File: config.mk
export PLATFORM = sky130hd
export DESIGN_NAME = vx_ibuffer_issue_arb
export DESIGN_NICKNAME = d
export VERILOG_FILES = /design/src/rtl/VX_gpu_pkg.sv /design/src/rtl/vx_rr_pick.sv /design/src/rtl/vx_ibuffer_issue_arb.sv
export SDC_FILE = /design/constraint.sdc
export NUM_CORES = 1
export LEC_CHECK = 0
export ABC_CLOCK_PERIOD_IN_PS = 3700
export BUFFER_PORTS_ARGS = -buffer_cell sky130_fd_sc_hd__buf_2
export CAP_MARGIN = 20
export CORE_MARGIN = 2
export CORE_UTILIZATION = 50
export DETAILED_ROUTE_END_ITERATION = 10
export HOLD_SLACK_MARGIN = 0.03
export PLACE_DENSITY = 0.79
export SLEW_MARGIN = 30
export SYNTH_ARGS = -nofsm -noshare
export SYNTH_HDL_FRONTEND = slang
export SYNTH_SLANG_ARGS = --single-unit
File: constraint.sdc
create_clock -name clk -period 3.7 [get_ports clk]
set_clock_uncertainty 0.1 [all_clocks]
set_input_delay 0.74 -clock clk [delete_from_list [all_inputs] [get_ports clk]]
set_output_delay 0.74 -clock clk [all_outputs]
set_load 0.01 [all_outputs]
File: src/rtl/VX_gpu_pkg.sv
// Shared GPU types for the issue slice: ibuffer payload and the issue-arbiter entry.
package VX_gpu_pkg;

  localparam int unsigned ISSUE_NUM_WARPS = 4;
  localparam int unsigned ISSUE_WID_W     = $clog2(ISSUE_NUM_WARPS);

  typedef struct packed {
    logic [31:0] pc;
    logic [3:0]  op_type;
    logic [4:0]  rd;
    logic        wb;
  } ibuffer_t;

  localparam int unsigned IBUF_DATAW = $bits(ibuffer_t);

  typedef struct packed {
    ibuffer_t                 data;
    logic [ISSUE_WID_W-1:0]   wid;
  } issue_arb_entry_t;

endpackage

File: src/rtl/vx_rr_pick.sv
// Round-robin priority picker: first requester at or above ptr, wrapping to 0.
module vx_rr_pick #(
  parameter  int unsigned N  = 4,
  localparam int unsigned IW = $clog2(N)
) (
  input  logic [N-1:0]  req,
  input  logic [IW-1:0] ptr,
  output logic [N-1:0]  grant,
  output logic [IW-1:0] grant_idx,
  output logic          grant_valid
);

  logic [IW-1:0] scan_idx;

  // N is a power of two, so the wrap is the natural IW-bit overflow.
  always_comb begin
    grant       = '0;
    grant_idx   = '0;
    grant_valid = 1'b0;
    scan_idx    = '0;
    for (int unsigned i = 0; i < N; i++) begin
      scan_idx = ptr + IW'(i);
      if (!grant_valid && req[scan_idx]) begin
        grant_valid     = 1'b1;
        grant_idx       = scan_idx;
        grant[scan_idx] = 1'b1;
      end
    end
  end

endmodule

File: src/rtl/vx_ibuffer_issue_arb.sv
// Per-warp ibuffer consumer: round-robin pick of a non-stalled warp into a
// 2-entry elastic buffer feeding dispatch.
module vx_ibuffer_issue_arb
  import VX_gpu_pkg::*;
#(
  parameter  int unsigned NUM_WARPS = 4,
  localparam int unsigned WID_W     = $clog2(NUM_WARPS),
  localparam int unsigned DATAW     = IBUF_DATAW
) (
  input  logic                            clk,
  input  logic                            reset_n,
  input  logic [NUM_WARPS-1:0]            ibuf_valid,
  input  logic [NUM_WARPS-1:0][DATAW-1:0] ibuf_data,
  output logic [NUM_WARPS-1:0]            ibuf_ready,
  input  logic [NUM_WARPS-1:0]            warp_stall,
  output logic                            issue_valid,
  output logic [DATAW-1:0]                issue_data,
  output logic [WID_W-1:0]                issue_wid,
  input  logic                            issue_ready,
  output logic                            busy
);

  typedef struct packed {
    ibuffer_t          data;
    logic [WID_W-1:0]  wid;
  } entry_t;

  logic [NUM_WARPS-1:0] eligible;
  logic [NUM_WARPS-1:0] grant;
  logic [WID_W-1:0]     grant_idx;
  logic                 grant_valid;

  logic [WID_W-1:0] rr_ptr_q, rr_ptr_d;
  entry_t           buf_q [2];
  entry_t           buf_d [2];
  logic             wr_ptr_q, wr_ptr_d;
  logic             rd_ptr_q, rd_ptr_d;
  logic [1:0]       count_q, count_d;

  logic has_space;
  logic push;
  logic pop;

  assign eligible = ibuf_valid & ~warp_stall;

  vx_rr_pick #(
    .N (NUM_WARPS)
  ) u_pick (
    .req         (eligible),
    .ptr         (rr_ptr_q),
    .grant       (grant),
    .grant_idx   (grant_idx),
    .grant_valid (grant_valid)
  );

  // Space comes from the registered count only, so a pop never frees a slot
  // for a push in the same cycle; reset_n gating keeps ready low during reset.
  assign has_space   = reset_n && (count_q != 2'd2);
  assign ibuf_ready  = has_space ? grant : '0;
  assign push        = has_space && grant_valid;
  assign issue_valid = (count_q != 2'd0);
  assign pop         = issue_valid && issue_ready;
  assign busy        = issue_valid;
  assign issue_data  = buf_q[rd_ptr_q].data;
  assign issue_wid   = buf_q[rd_ptr_q].wid;

  always_comb begin
    buf_d    = buf_q;
    wr_ptr_d = wr_ptr_q;
    rd_ptr_d = rd_ptr_q;
    count_d  = count_q;
    rr_ptr_d = rr_ptr_q;
    if (push) begin
      buf_d[wr_ptr_q] = '{data: ibuffer_t'(ibuf_data[grant_idx]), wid: grant_idx};
      wr_ptr_d        = ~wr_ptr_q;
      rr_ptr_d        = grant_idx + WID_W'(1);
    end
    if (pop) begin
      rd_ptr_d = ~rd_ptr_q;
    end
    case ({push, pop})
      2'b10:   count_d = count_q + 2'd1;
      2'b01:   count_d = count_q - 2'd1;
      default: count_d = count_q;
    endcase
  end

  always_ff @(posedge clk or negedge reset_n) begin
    if (!reset_n) begin
      buf_q    <= '{default: '0};
      wr_ptr_q <= 1'b0;
      rd_ptr_q <= 1'b0;
      count_q  <= '0;
      rr_ptr_q <= '0;
    end else begin
      buf_q    <= buf_d;
      wr_ptr_q <= wr_ptr_d;
      rd_ptr_q <= rd_ptr_d;
      count_q  <= count_d;
      rr_ptr_q <= rr_ptr_d;
    end
  end

  a_ready_onehot0: assert property (@(posedge clk) disable iff (!reset_n) $onehot0(ibuf_ready));
  a_no_push_full:  assert property (@(posedge clk) disable iff (!reset_n) !(push && count_q == 2'd2));
  a_no_pop_empty:  assert property (@(posedge clk) disable iff (!reset_n) !(pop && count_q == 2'd0));

endmodule

# Yosys cells after proc, flatten, opt, wreduce, memory -nomap -nowiden
# Index checks and enable logic that the tools add are counted.
[totals]
ff_bits = 94
word_cells = 98
output_inout_bits = 50
input_bits = 179
[classes]
addsub = 6
eq_ne = 3
mux = 38
order_cmp = 12
n_reduce_logical = 16
bitwise_logic = 9
[ops]
columns = ["operator", "count"]
rows = [
  ["$mux 44", 4],
  ["$bwmux 88", 1],
  ["$bmux 42 s2", 1],
  ["$demux 44 s1", 1],
  ["$mux 42", 1],
  ["$mux 4", 5],
  ["$lt 2x3->1 const B", 5],
  ["$mux 1", 12],
  ["$or 4x4->4", 3],
  ["$logic_and 1x1->1", 11],
  ["$bmux 1 s2", 4],
  ["$demux 1 s2", 4],
  ["$ge 2x1->1 const B", 4],
  ["$mux 2", 4],
  ["$add 2x1->2 const B", 3],
  ["$add 2x2->2 const B", 2],
  ["$and 4x4->4", 1],
  ["$ge 2x2->1 const B", 2],
  ["$not 1->2", 2],
  ["$not 4->4", 1],
  ["$pmux 2 s2", 1],
  ["$reduce_bool 2->1", 2],
  ["$logic_not 1->1", 3],
  ["$eq 2x1->1 const B", 1],
  ["5 further kinds", 6],
]

# Longest topological paths before layout
[depth]
depth_word = 17
depth_mapped = 13
mapped_depth_nobuf = 8

# Modules after synthesis
# Synthesis repeated with hierarchy kept, for this count alone.
[hier_totals]
cells_unflattened = 363
area_unflattened_um2 = 5657.9
[by_module_without_submodules]
columns = ["module", "cells_per_inst", "seq_area_each_um2", "area_each_um2", "instances"]
rows = [
  ["vx_ibuffer_issue_arb", 318, 2352.3, 5238.8, 1],
  ["vx_rr_pick", 45, 0.0, 419.2, 1],
]

# Worst setup path after synthesis
# OpenSTA, ideal clock, no wires.
[synth_path]
path_type = "in2out"
start = "input port warp_stall[0]"
end = "output port ibuf_ready[0]"
t_arrival_ps = 2036
setup_slack_ps = 824
n_path_buf = 0
t_required_ps = 2860
cell_stages = 5
cell_sequence = "nand2b_1 -> mux4_2 -> and3_1 -> a221oi_1 -> a21oi_1"
[synth_between]
elab_chain_len = 15
word_cells_on_any_way = 27
cone_classes = "mux (16); bitwise (5); reduce/logical (6)"
[synth_lines]
columns = ["item", "line_no", "source"]
rows = [
  ["start: declaration", "vx_ibuffer_issue_arb.sv:15", "input logic [NUM_WARPS-1:0] warp_stall,"],
  ["$not 4->4 *", "vx_ibuffer_issue_arb.sv:44", "assign eligible = ibuf_valid & ~warp_stall;"],
  ["$and 4x4->4 *", "vx_ibuffer_issue_arb.sv:44", ""],
  ["$bmux 1 s2", "vx_rr_pick.sv:23", "if (!grant_valid && req[scan_idx]) begin"],
  ["$mux 1 (not written as such)", "vx_rr_pick.sv:23", ""],
  ["$mux 1", "vx_rr_pick.sv:23", ""],
  ["$logic_not 1->1", "vx_rr_pick.sv:23", ""],
  ["$logic_and 1x1->1", "vx_rr_pick.sv:23", ""],
  ["$mux 1", "vx_rr_pick.sv:23", ""],
  ["$logic_not 1->1", "vx_rr_pick.sv:23", ""],
  ["$logic_and 1x1->1", "vx_rr_pick.sv:23", ""],
  ["$mux 1", "vx_rr_pick.sv:23", ""],
  ["$logic_not 1->1", "vx_rr_pick.sv:23", ""],
  ["$logic_and 1x1->1", "vx_rr_pick.sv:23", ""],
  ["$mux 4 *", "vx_rr_pick.sv:23", ""],
  ["$mux 4 *", "vx_ibuffer_issue_arb.sv:59", "assign ibuf_ready = has_space ? grant : '0;"],
  ["end: declaration", "vx_ibuffer_issue_arb.sv:14", "output logic [NUM_WARPS-1:0] ibuf_ready,"],
]
# Mark *: on every way between the ends. The rest lies on a longest branch, timed or not. The select of a mux whose other input is x is not followed.

# Worst setup path after layout
[layout_path]
start = "register rr_ptr_q[1]"
end = "output port ibuf_ready[0]"
[layout_between]
elab_chain_len = 13
word_cells_on_any_way = 48
cone_classes = "add/sub (3); order compare (8); mux (24); bitwise (3); reduce/logical (10)"
[layout_lines]
columns = ["item", "line_no", "source"]
rows = [
  ["start: declaration", "vx_ibuffer_issue_arb.sv:33", "logic [WID_W-1:0] rr_ptr_q, rr_ptr_d;"],
  ["start signal: assignment", "vx_ibuffer_issue_arb.sv:100", "rr_ptr_q <= rr_ptr_d;"],
  ["parallel branches: the longest is 11 deep, another holds $lt 2x3->1", "-", ""],
  ["$mux 4 *", "vx_rr_pick.sv:23", ""],
  ["$mux 4 *", "vx_ibuffer_issue_arb.sv:59", ""],
]
# Mark *: on every way between the ends. The select of a mux whose other input is x is not followed.

==> flow_metrics.env <==
export IMPL_status="finished with violations"
export IMPL_failed_checks="DRC"
export IMPL_period_minus_slack_ns=3.45
export IMPL_sequentialPowerShare=0.292
export IMPL_p_sw_frac=0.366
export IMPL_combinationalPowerShare=0.552
export IMPL_synthDistinctLibCells=39
export IMPL_synth_area_um2=5950
export IMPL_synthFlopType="dfrtp_1"
export IMPL_grt_usage=0.213
export IMPL_cts_sink_count=94
export IMPL_n_fill_cell=896
export IMPL_nets=876
export IMPL_final_cells=836
export IMPL_drt_iter0_drc=175
export IMPL_die_w_um=113
export IMPL_wire_per_inst_um=16.4
export IMPL_antenna_found_initial=0
export IMPL_ant_nets=0
export IMPL_multi_input_area_um2=3400
export IMPL_leakage_nw=3.72
export IMPL_rsz0062_at_grt="false"
export IMPL_setup_tns_ns=0
export IMPL_grt_overflow=0
export IMPL_cts_buffers=9
export IMPL_clkLatencyLatePin_ns=0.32
export IMPL_slowest_delay_ns=0.47
export IMPL_slew_headroom=0.449
export IMPL_yosys_area_top_type="dfrtp_1"
export IMPL_worstPathRequired_ns=2.86
export IMPL_fmax_mhz=290
export IMPL_antenna_cells=0
export IMPL_grt_max_degree=53
export IMPL_postCtsHoldBufs=0
export IMPL_syn_nets=654
export IMPL_synth_edf_count=0
export IMPL_place_congestion=0.843
export IMPL_initial_core_util=0.517
export IMPL_synth_common_cells="127 x mux2i_1, 120 x mux2_2, 94 x dfrtp_1, 14 x buf_2, 10 x mux2_1"
export IMPL_wl_um=13700
export IMPL_p_per_area_nw_per_um2=835
export IMPL_holdWs_ns=0.388
export IMPL_drc=16
export IMPL_placed_cells=817
export IMPL_ys_seq_area_frac=0.395
export IMPL_crit_type="flop to output port"
export IMPL_dieArea_um2=12800
export IMPL_coreArea_um2=11500
export IMPL_port_buffers=228
export IMPL_clk_path_buf_depth=2
export IMPL_async_flop_share=1.00
export IMPL_drv_slew=0
export IMPL_power_mw=6.30
export IMPL_synthCells=466
export IMPL_final_core_util=0.655
export IMPL_avgSynthCellArea_um2=12.8
export IMPL_vias_per_cell=5.41
export IMPL_yosysTopAreaCellShare=0.395
export IMPL_grt_pass1_vias=4663
export IMPL_placed_area_um2=7200
export IMPL_p_int_mw=4.00
export IMPL_h_tree_depth=3
export IMPL_critPathSlowestCell="dfrtp_2"
export IMPL_cts_root_buf="clkbuf_16"
export IMPL_final_area_um2=7550
export IMPL_dr_pass1_iters=8
export IMPL_arrival_ns=2.61
export IMPL_fin_crit_sh=0.933
export IMPL_worstPathMaxFanout=9
export IMPL_hold_viol_final=0
export IMPL_clkSlewWorstSetupHoldPaths_ns=0.06
export IMPL_crit_path_start_kind="flop"
export IMPL_hp_class="flop to flop"
export IMPL_tightestPinTransition_ns=0.806
export IMPL_fin_ws_ns=0.250
export IMPL_syn_to_final_growth_pct=26.8
export IMPL_pwr_share_clk=0.157
export IMPL_grt_pass1_wl_um=22000
export IMPL_vdd_drop_max_v=0.000396
export IMPL_synthTopCellsByArea="dfrtp_1 40%, mux2_2 23%, mux2i_1 21%, ha_1 1.9%, mux2_1 1.9%"
export IMPL_yosysMostFrequentCell="mux2i_1"
export IMPL_die_h_um=113
export IMPL_seq_area_um2=2360
export IMPL_synth_warnings=0
export IMPL_crit_chain="inv_2, ha_1, mux4_2, and3_1, a221oi_1, a21oi_1, buf_2"
export IMPL_io_pins=229
export IMPL_crit_buf_inv=2
export IMPL_maxCapViolCount=0
export IMPL_critPathCaptureType="output port"
export IMPL_hpwl_um=10400
export IMPL_critPathTopFamily="flip-flops"
export IMPL_cts_tree="yes"
export IMPL_ys_ff_latch=94
export IMPL_drive_gt1_frac=0.567
export IMPL_dpl_worst_slack_ns=0.313
export IMPL_setup_viol=0
export IMPL_switching_power_mw=2.31
export IMPL_rows=39
export IMPL_vias=4524
==> area by class of cell <==
type                       count  area share
clock buffer                  10      0.0317
clock inverter                 6      0.0113
inverter                       4     0.00199
multi-input combinational    337       0.450
sequential                    94       0.312
tap                          143      0.0237
timing repair buffer         242       0.169
==> cell usage in the layout (no fill, tap or decap), types with 2 or more instances in the layout <==
cell type	netlist	layout
buf_2	14	227
mux2i_1	127	127
mux2_2	120	120
dfrtp_1	94	91
buf_4	1	13
mux2_1	10	10
o21ai_0	9	9
ha_1	9	9
clkbuf_16	0	9
a21oi_1	8	8
nor2b_1	6	6
nor2_1	6	5
and2b_1	4	4
a221oi_1	5	4
xnor2_1	4	4
nand2b_4	3	3
nand2_1	4	3
dfrtp_2	0	3
inv_2	2	2
inv_1	2	2
mux4_2	2	2
and3_1	2	2
nand3_1	2	2
nor3b_1	2	2
xor2_1	2	2
clkinv_2	0	2
bufinv_16	0	2
clkinvlp_4	0	2
buf_12	3	2
==> power by group through the flow <==
stage / clock network (mW) / registers, mW / logic, mW
after global routing: 1.05 / 1.91 / 3.78
after detailed placement: 0 / 1.87 / 3.46
after CTS: 1.00 / 1.86 / 3.47
final: 0.989 / 1.84 / 3.48
after floorplan: 0 / 1.76 / 2.67
after global placement: 0 / 1.82 / 3.34
==> cells by family (layout without fill, tap and decap cells) <==
kind of cell,after synthesis,in the layout,share of synthesized area
AOI/OAI and AO/OA,26,26,0.0275
xor gates and xnor gates,6,6,0.00883
adders and majority gates,9,9,0.0189
buffers and inverters,35,262,0.0395
DFF,94,94,0.395
muxes,260,260,0.472
and+or+nand+nor,36,36,0.0385
==> worst register-to-register path, stage by stage (launching register included) <==
cell and delay, ns:
dfrtp_2 0.47, inv_2 0.11, ha_1 0.43, mux4_2 0.40, mux2i_1 0.18, a211oi_4 0.28, buf_4 0.43, mux2i_1 0.21
mux2_2 0.29
==> timing repair <==
item | 4_1_cts | 5_1_grt
endpoints found under the setup margin | 4 | 4
gates cloned | 0 | 0
pin swaps | 0 | 0
setup buffers | 0 | 3
gates resized for setup | 1 | 1
==> worst paths after layout <==
path / slack, ns / to / cells after the start / from
hold / removal: 0.39 / buf_q[0] / 2 / buf_q[0]
setup / recovery: 0.25 / ibuf_ready[0] / 7 / rr_ptr_q[1]
min in group asynchronous: 0.40 / buf_q[4] / 2 / reset_n
max in group asynchronous: 2.04 / buf_q[74] / 3 / reset_n
hold reg to reg: 0.39 / buf_q[0] / 2 / buf_q[0]
setup reg to reg: 0.70 / buf_q[54] / 8 / rr_ptr_q[1]
==> sequential cells by signal (all words and copies together), names as in the netlist <==
name,count
buf_q,88
count_q,2
rr_ptr_q,2
rd_ptr_q,1
wr_ptr_q,1
==> layer usage <==
metal	track usage	part of all wire	wire length, um
met3	0.0316	0.061	828
met4	0.0667	0.015	206
met2	0.404	0.53	7210
met1	0.245	0.40	5430
met5	0	0	0
No activity file was read; power rests on OpenSTA's default activity.
